File: src/rtl/dsp_pipe_chain.sv
// Elastic valid/ready register chain for one DSP48A1 operand/result path.
// Holds 0..DEPTH samples, collapses bubbles, and tracks occupancy alongside the stages.
module dsp_pipe_chain #(
   parameter int unsigned  WIDTH    = 18,
   parameter int unsigned  DEPTH    = 1,
   parameter bit           DATA_CLR = 1'b1,
   localparam int unsigned OCCW     = (DEPTH < 1) ? 1 : $clog2(DEPTH + 1)
) (
   input  logic             clk,
   input  logic             rst,
   input  logic             cen,
   input  logic             clr,
   input  logic [WIDTH-1:0] in_data,
   input  logic             in_valid,
   output logic             in_ready,
   output logic [WIDTH-1:0] out_data,
   output logic             out_valid,
   input  logic             out_ready,
   output logic [OCCW-1:0]  occupancy
);

   if (DEPTH == 0) begin : g_pass

      // Without stages the chain is a wire; only clr still blocks the handshake.
      assign out_data  = in_data;
      assign out_valid = in_valid & ~clr;
      assign in_ready  = out_ready & ~clr;
      assign occupancy = '0;

      logic unused_pass;
      assign unused_pass = ^{clk, rst, cen};

   end else begin : g_pipe

      logic [DEPTH-1:0] v_q;
      logic [DEPTH-1:0] v_d;
      logic [WIDTH-1:0] d_q [DEPTH];
      logic [WIDTH-1:0] d_d [DEPTH];
      logic [OCCW-1:0]  occ_q;
      logic [OCCW-1:0]  occ_d;

      logic             run;
      logic [DEPTH-1:0] adv;
      logic [DEPTH-1:0] load;
      logic [DEPTH-1:0] up_v;
      logic [WIDTH-1:0] up_d [DEPTH];
      logic             in_xfer;
      logic             out_xfer;

      always_comb begin
         // NOTE: every variable gets a default first so no path leaves it unassigned (no latches).
         run      = cen & ~clr;
         adv      = '0;
         load     = '0;
         up_v     = '0;
         up_d     = d_q;
         v_d      = v_q;
         d_d      = d_q;
         occ_d    = occ_q;
         in_xfer  = 1'b0;
         out_xfer = 1'b0;

         // Ready ripples back from the output: a stage moves if its successor is empty or moving too.
         adv[DEPTH-1] = run & v_q[DEPTH-1] & out_ready;
         for (int i = int'(DEPTH) - 2; i >= 0; i--) begin
            adv[i] = run & v_q[i] & (~v_q[i+1] | adv[i+1]);
         end
         for (int i = 0; i < int'(DEPTH); i++) begin
            load[i] = run & (~v_q[i] | adv[i]);
         end

         up_v[0] = in_valid;
         up_d[0] = in_data;
         for (int i = 1; i < int'(DEPTH); i++) begin
            up_v[i] = v_q[i-1];
            up_d[i] = d_q[i-1];
         end

         in_xfer  = in_valid & load[0] & ~rst;
         out_xfer = adv[DEPTH-1];

         if (clr) begin
            v_d = '0;
            if (DATA_CLR) begin
               d_d = '{default: '0};
            end
         end else begin
            for (int i = 0; i < int'(DEPTH); i++) begin
               if (load[i]) begin
                  v_d[i] = up_v[i];
                  // A bubble keeps the old data when cleared data is promised downstream.
                  if (up_v[i] || !DATA_CLR) begin
                     d_d[i] = up_d[i];
                  end
               end
            end
         end

         if (clr) begin
            occ_d = '0;
         end else if (in_xfer && !out_xfer) begin
            occ_d = occ_q + 1'b1;
         end else if (!in_xfer && out_xfer) begin
            occ_d = occ_q - 1'b1;
         end
      end

      // NOTE: state registers use non-blocking assignments so all stages update from pre-edge values.
      always_ff @(posedge clk or posedge rst) begin
         if (rst) begin
            v_q   <= '0;
            occ_q <= '0;
         end else begin
            v_q   <= v_d;
            occ_q <= occ_d;
         end
      end

      if (DATA_CLR) begin : g_data_clr
         always_ff @(posedge clk or posedge rst) begin
            if (rst) begin
               d_q <= '{default: '0};
            end else begin
               d_q <= d_d;
            end
         end
      end else begin : g_data_keep
         // NOTE: data storage without reset is deliberate here; the valid bits alone qualify it.
         always_ff @(posedge clk) begin
            d_q <= d_d;
         end
      end

      assign in_ready  = load[0] & ~rst;
      assign out_data  = d_q[DEPTH-1];
      assign out_valid = v_q[DEPTH-1];
      assign occupancy = occ_q;

   end

endmodule

File: config.mk
export PLATFORM = sky130hd
export DESIGN_NAME = dsp_pipe_chain
export DESIGN_NICKNAME = d
export VERILOG_FILES = /design/src/rtl/dsp_pipe_chain.sv
export SDC_FILE = /design/constraint.sdc
export NUM_CORES = 1
export LEC_CHECK = 0
export ABC_AREA = 1
export BUFFER_PORTS_ARGS = -buffer_cell sky130_fd_sc_hd__buf_4
export CORE_MARGIN = 2
export CORE_UTILIZATION = 35
export CTS_CLUSTER_DIAMETER = 200
export DETAILED_ROUTE_END_ITERATION = 6
export SLEW_MARGIN = 20
export SYNTH_ARGS = -nofsm -noshare
export SYNTH_HDL_FRONTEND = slang
export SYNTH_SLANG_ARGS = --single-unit
File: constraint.sdc
create_clock -name clk -period 2.6 [get_ports clk]
set_input_delay 0.52 -clock clk [delete_from_list [all_inputs] [get_ports clk]]
set_output_delay 0.52 -clock clk [all_outputs]
set_load 0.01 [all_outputs]
==> results.json <==
{
  "grt_setup_unrepaired": "false",
  "num_cts_buffers": 3,
  "clock_sink_count": 20,
  "met2WireLength_um": 1030,
  "layout-area-overhead-vs-synth_pct": 35.18,
  "cts.repair.resized": 0,
  "design.portCount": 45,
  "drt_pass1_iterations": 2,
  "routed-via-count": 807,
  "viasPerCell": 4.508,
  "antenna_cells": 0,
  "route.layer.met1.wl_um": 772,
  "chipHeight_um": 57.81,
  "synth_warnings": 0,
  "grt_antenna_before_repair": 0,
  "cts-root-to-sink-buffers": 2,
  "grt_start_max_net_pins": 21,
  "setup_viol_count_final": 0,
  "setup-tns-final_ns": 0,
  "seq_area_um2": 500.5,
  "critPathRequiredTime_ns": 2.08,
  "outcome": "finished clean",
  "final-max-slew-violation-count": 0,
  "multiInputGateArea_um2": 359.1,
  "clkTransAtPathRegs_ns": 0.11,
  "final.period_utilization_pct": 61.24,
  "wire_length_of_the_first_global_routing_pass_um": 3270,
  "maxSlewHeadroom_pct": 50.28,
  "overflow": 0,
  "power_density_mw_per_mm2": 459.6,
  "vdd_drop_max_mv": 0.2574,
  "postCtsSetupBuffers": 0,
  "critPathTopFamily": "flip-flops",
  "syn-instance-count": 103,
  "gp_congestion": 0.7422,
  "die_area_mm2": 0.003342,
  "worst-setup-path-type": "flop to output port",
  "tritoncts": "yes",
  "critical_path_peak_fanout": 3,
  "hold_class": "input pin to asynchronous set/reset pin",
  "critical_path.most_common_cell": "nand2_1",
  "critical_path.max_stage_delay_ns": 0.41,
  "global_route.usage.total_pct": 12.68,
  "syn_area_mm2": 0.001013,
  "clock_tree.root_cell": "clkbuf_4",
  "dieWidth_um": 57.81,
  "critPathArrivalTime_ns": 1.07,
  "critical_path.n_buffers_inverters": 1,
  "yosysUniqueCellTypes": 17,
  "port_buffers": 44,
  "fmaxAchievable_ghz": 0.6281,
  "post-route-min-period_ns": 1.592,
  "core_region_area_mm2": 0.002758,
  "critical_path_cell_list": "nand2_1 > nand2_1 > nor2_1 > buf_4",
  "wl_met3_um": 88,
  "place.detailed.instances": 175,
  "finalWirelength_um": 1919,
  "fillers": 273,
  "timing.critical_path.to_type": "output port",
  "place_hpwl_um": 1483,
  "number_of_levels_the_h_tree_was_split_into": 1,
  "hold_viol_final": 0,
  "post_route_cells_drive_above_1_share_pct": 50.68,
  "synth.avg_cell_area_um2": 9.840,
  "number_of_global_route_vias_before_repair": 801,
  "cts_hold_buf": 0,
  "holdWs_ns": 0.3779,
  "core.rowCount": 19,
  "drtIter0Drc": 13,
  "net_count_reported_at_finish": 173,
  "syn_nets": 127,
  "yosys_register_bits": 20,
  "reg2reg_setup_slack_ns": 1.40,
  "detail_route.drc_violations": 0,
  "dp_worst_setup_slack_ns": 1.017,
  "postRouteAntennaNets": 0,
  "cap_viol_max_count": 0,
  "regToRegStartpoint": "out_valid",
  "worst_pin_slew_ns": 0.7450,
  "timing.rr.end": "occupancy",
  "wl_per_cell_um": 10.72,
  "fin_ws_ns": 1.008,
  "dr.max_layer_used": "met4",
  "worstRegToRegCells": 7,
  "power.leakage_nw": 0.7541,
  "clkLatencyLatePin_ns": 0.29,
  "slowest_stage": "dfrtp_1",
  "stdcell_count": 179,
  "cp_launch_type": "flop",
  "start_util_pct": 36.75,
  "final.setup_skew_ns": 0.002016,
  "yosysSeqAreaShare_pct": 49.38
}
-- area by class of cell --
cell class,instances,share of cell area (%)
Tap cell,31,2.831
Multi-Input combinational cell,54,26.21
Inverter,24,6.575
Sequential cell,20,36.53
Timing Repair Buffer,46,25.21
Clock buffer,4,2.648
-- cells in the final DEF (no fill, tap or decap) --
cell / count
buf_4: 46
clkbuf_4: 3
clkbuf_8: 1
dfrtp_1: 20
inv_1: 23
inv_2: 1
nand2_1: 10
nand3_1: 8
nand3_2: 11
nand3b_1: 1
nor2_1: 4
nor2_2: 1
nor2_4: 1
o21ai_0: 6
o21ai_1: 1
o21ai_2: 11
-- synth_stat cells --
| cell | instances | share of area (%) |
|---|---|---|
| nand3_2 | 11 | 11 |
| clkbuf_2 | 1 | 0.49 |
| inv_1 | 23 | 8.5 |
| buf_12 | 2 | 4.0 |
| o21ai_1 | 1 | 0.49 |
| nand3_1 | 8 | 4.0 |
| dfrtp_1 | 20 | 49 |
| o21ai_2 | 11 | 9.5 |
| nor2_4 | 1 | 1.1 |
| o21ai_0 | 6 | 3.0 |
| nor2_2 | 1 | 0.62 |
| buf_6 | 1 | 1.1 |
| nor2_1 | 4 | 1.5 |
| inv_2 | 1 | 0.37 |
| nand2_1 | 10 | 3.7 |
| nand3b_1 | 1 | 0.74 |
| buf_4 | 1 | 0.74 |
-- cells by family after synthesis --
| kind of cell | count (synthesis) | share of synthesized area (%) |
|---|---|---|
| simple gates | 36 | 22.47 |
| buf+inv | 29 | 15.18 |
| compound gates | 18 | 12.96 |
| flops | 20 | 49.38 |
-- state kept, by name, indices dropped and copies added, names as in the netlist --
register / cells
occupancy: 1
out_data: 18
out_valid: 1
-- worst max-delay path by stage --
stage	startpoint	endpoint	slack, ns	cells past startpoint
3_3_place_gp	clr	in_ready	1.02	5
5_1_grt	out_valid	in_ready	0.92	4
6_report	out_valid	in_ready	1.01	4
4_1_cts	out_valid	in_ready	0.98	4
3_5_place_dp	clr	in_ready	1.02	5
2_1_floorplan	cen	in_ready	1.22	4
-- power breakdown --
group	switching, mW	internal, mW	leakage, nW
combinational	0.0577	0.0591	0.462
clock	0.0897	0.0852	0.0210
sequential	0.0108	0.327	0.272
total	0.158	0.471	0.754
-- layer usage --
layer / track usage (%) / up-vias
met5: 0 / -
li1: - / 413
met2: 23.21 / 19
met1: 14.25 / 373
met3: 2.009 / 2
met4: 5.980 / 0
-- stage by stage --
| step | cell area (um2) | total power, mW | utilization [%] |
|---|---|---|---|
| 4_1_cts | 1370 | 0.6444 | 49.68 |
| 2_1_floorplan | 1013 | 0.4056 | - |
| 3_5_place_dp | 1334 | 0.4641 | 48.37 |
| 3_3_place_gp | 1334 | 0.4609 | 48.37 |
| 6_report | 1370 | 0.6297 | 49.68 |
| 5_1_grt | 1370 | 0.6779 | 49.68 |
(Power assumes the default switching activity.)
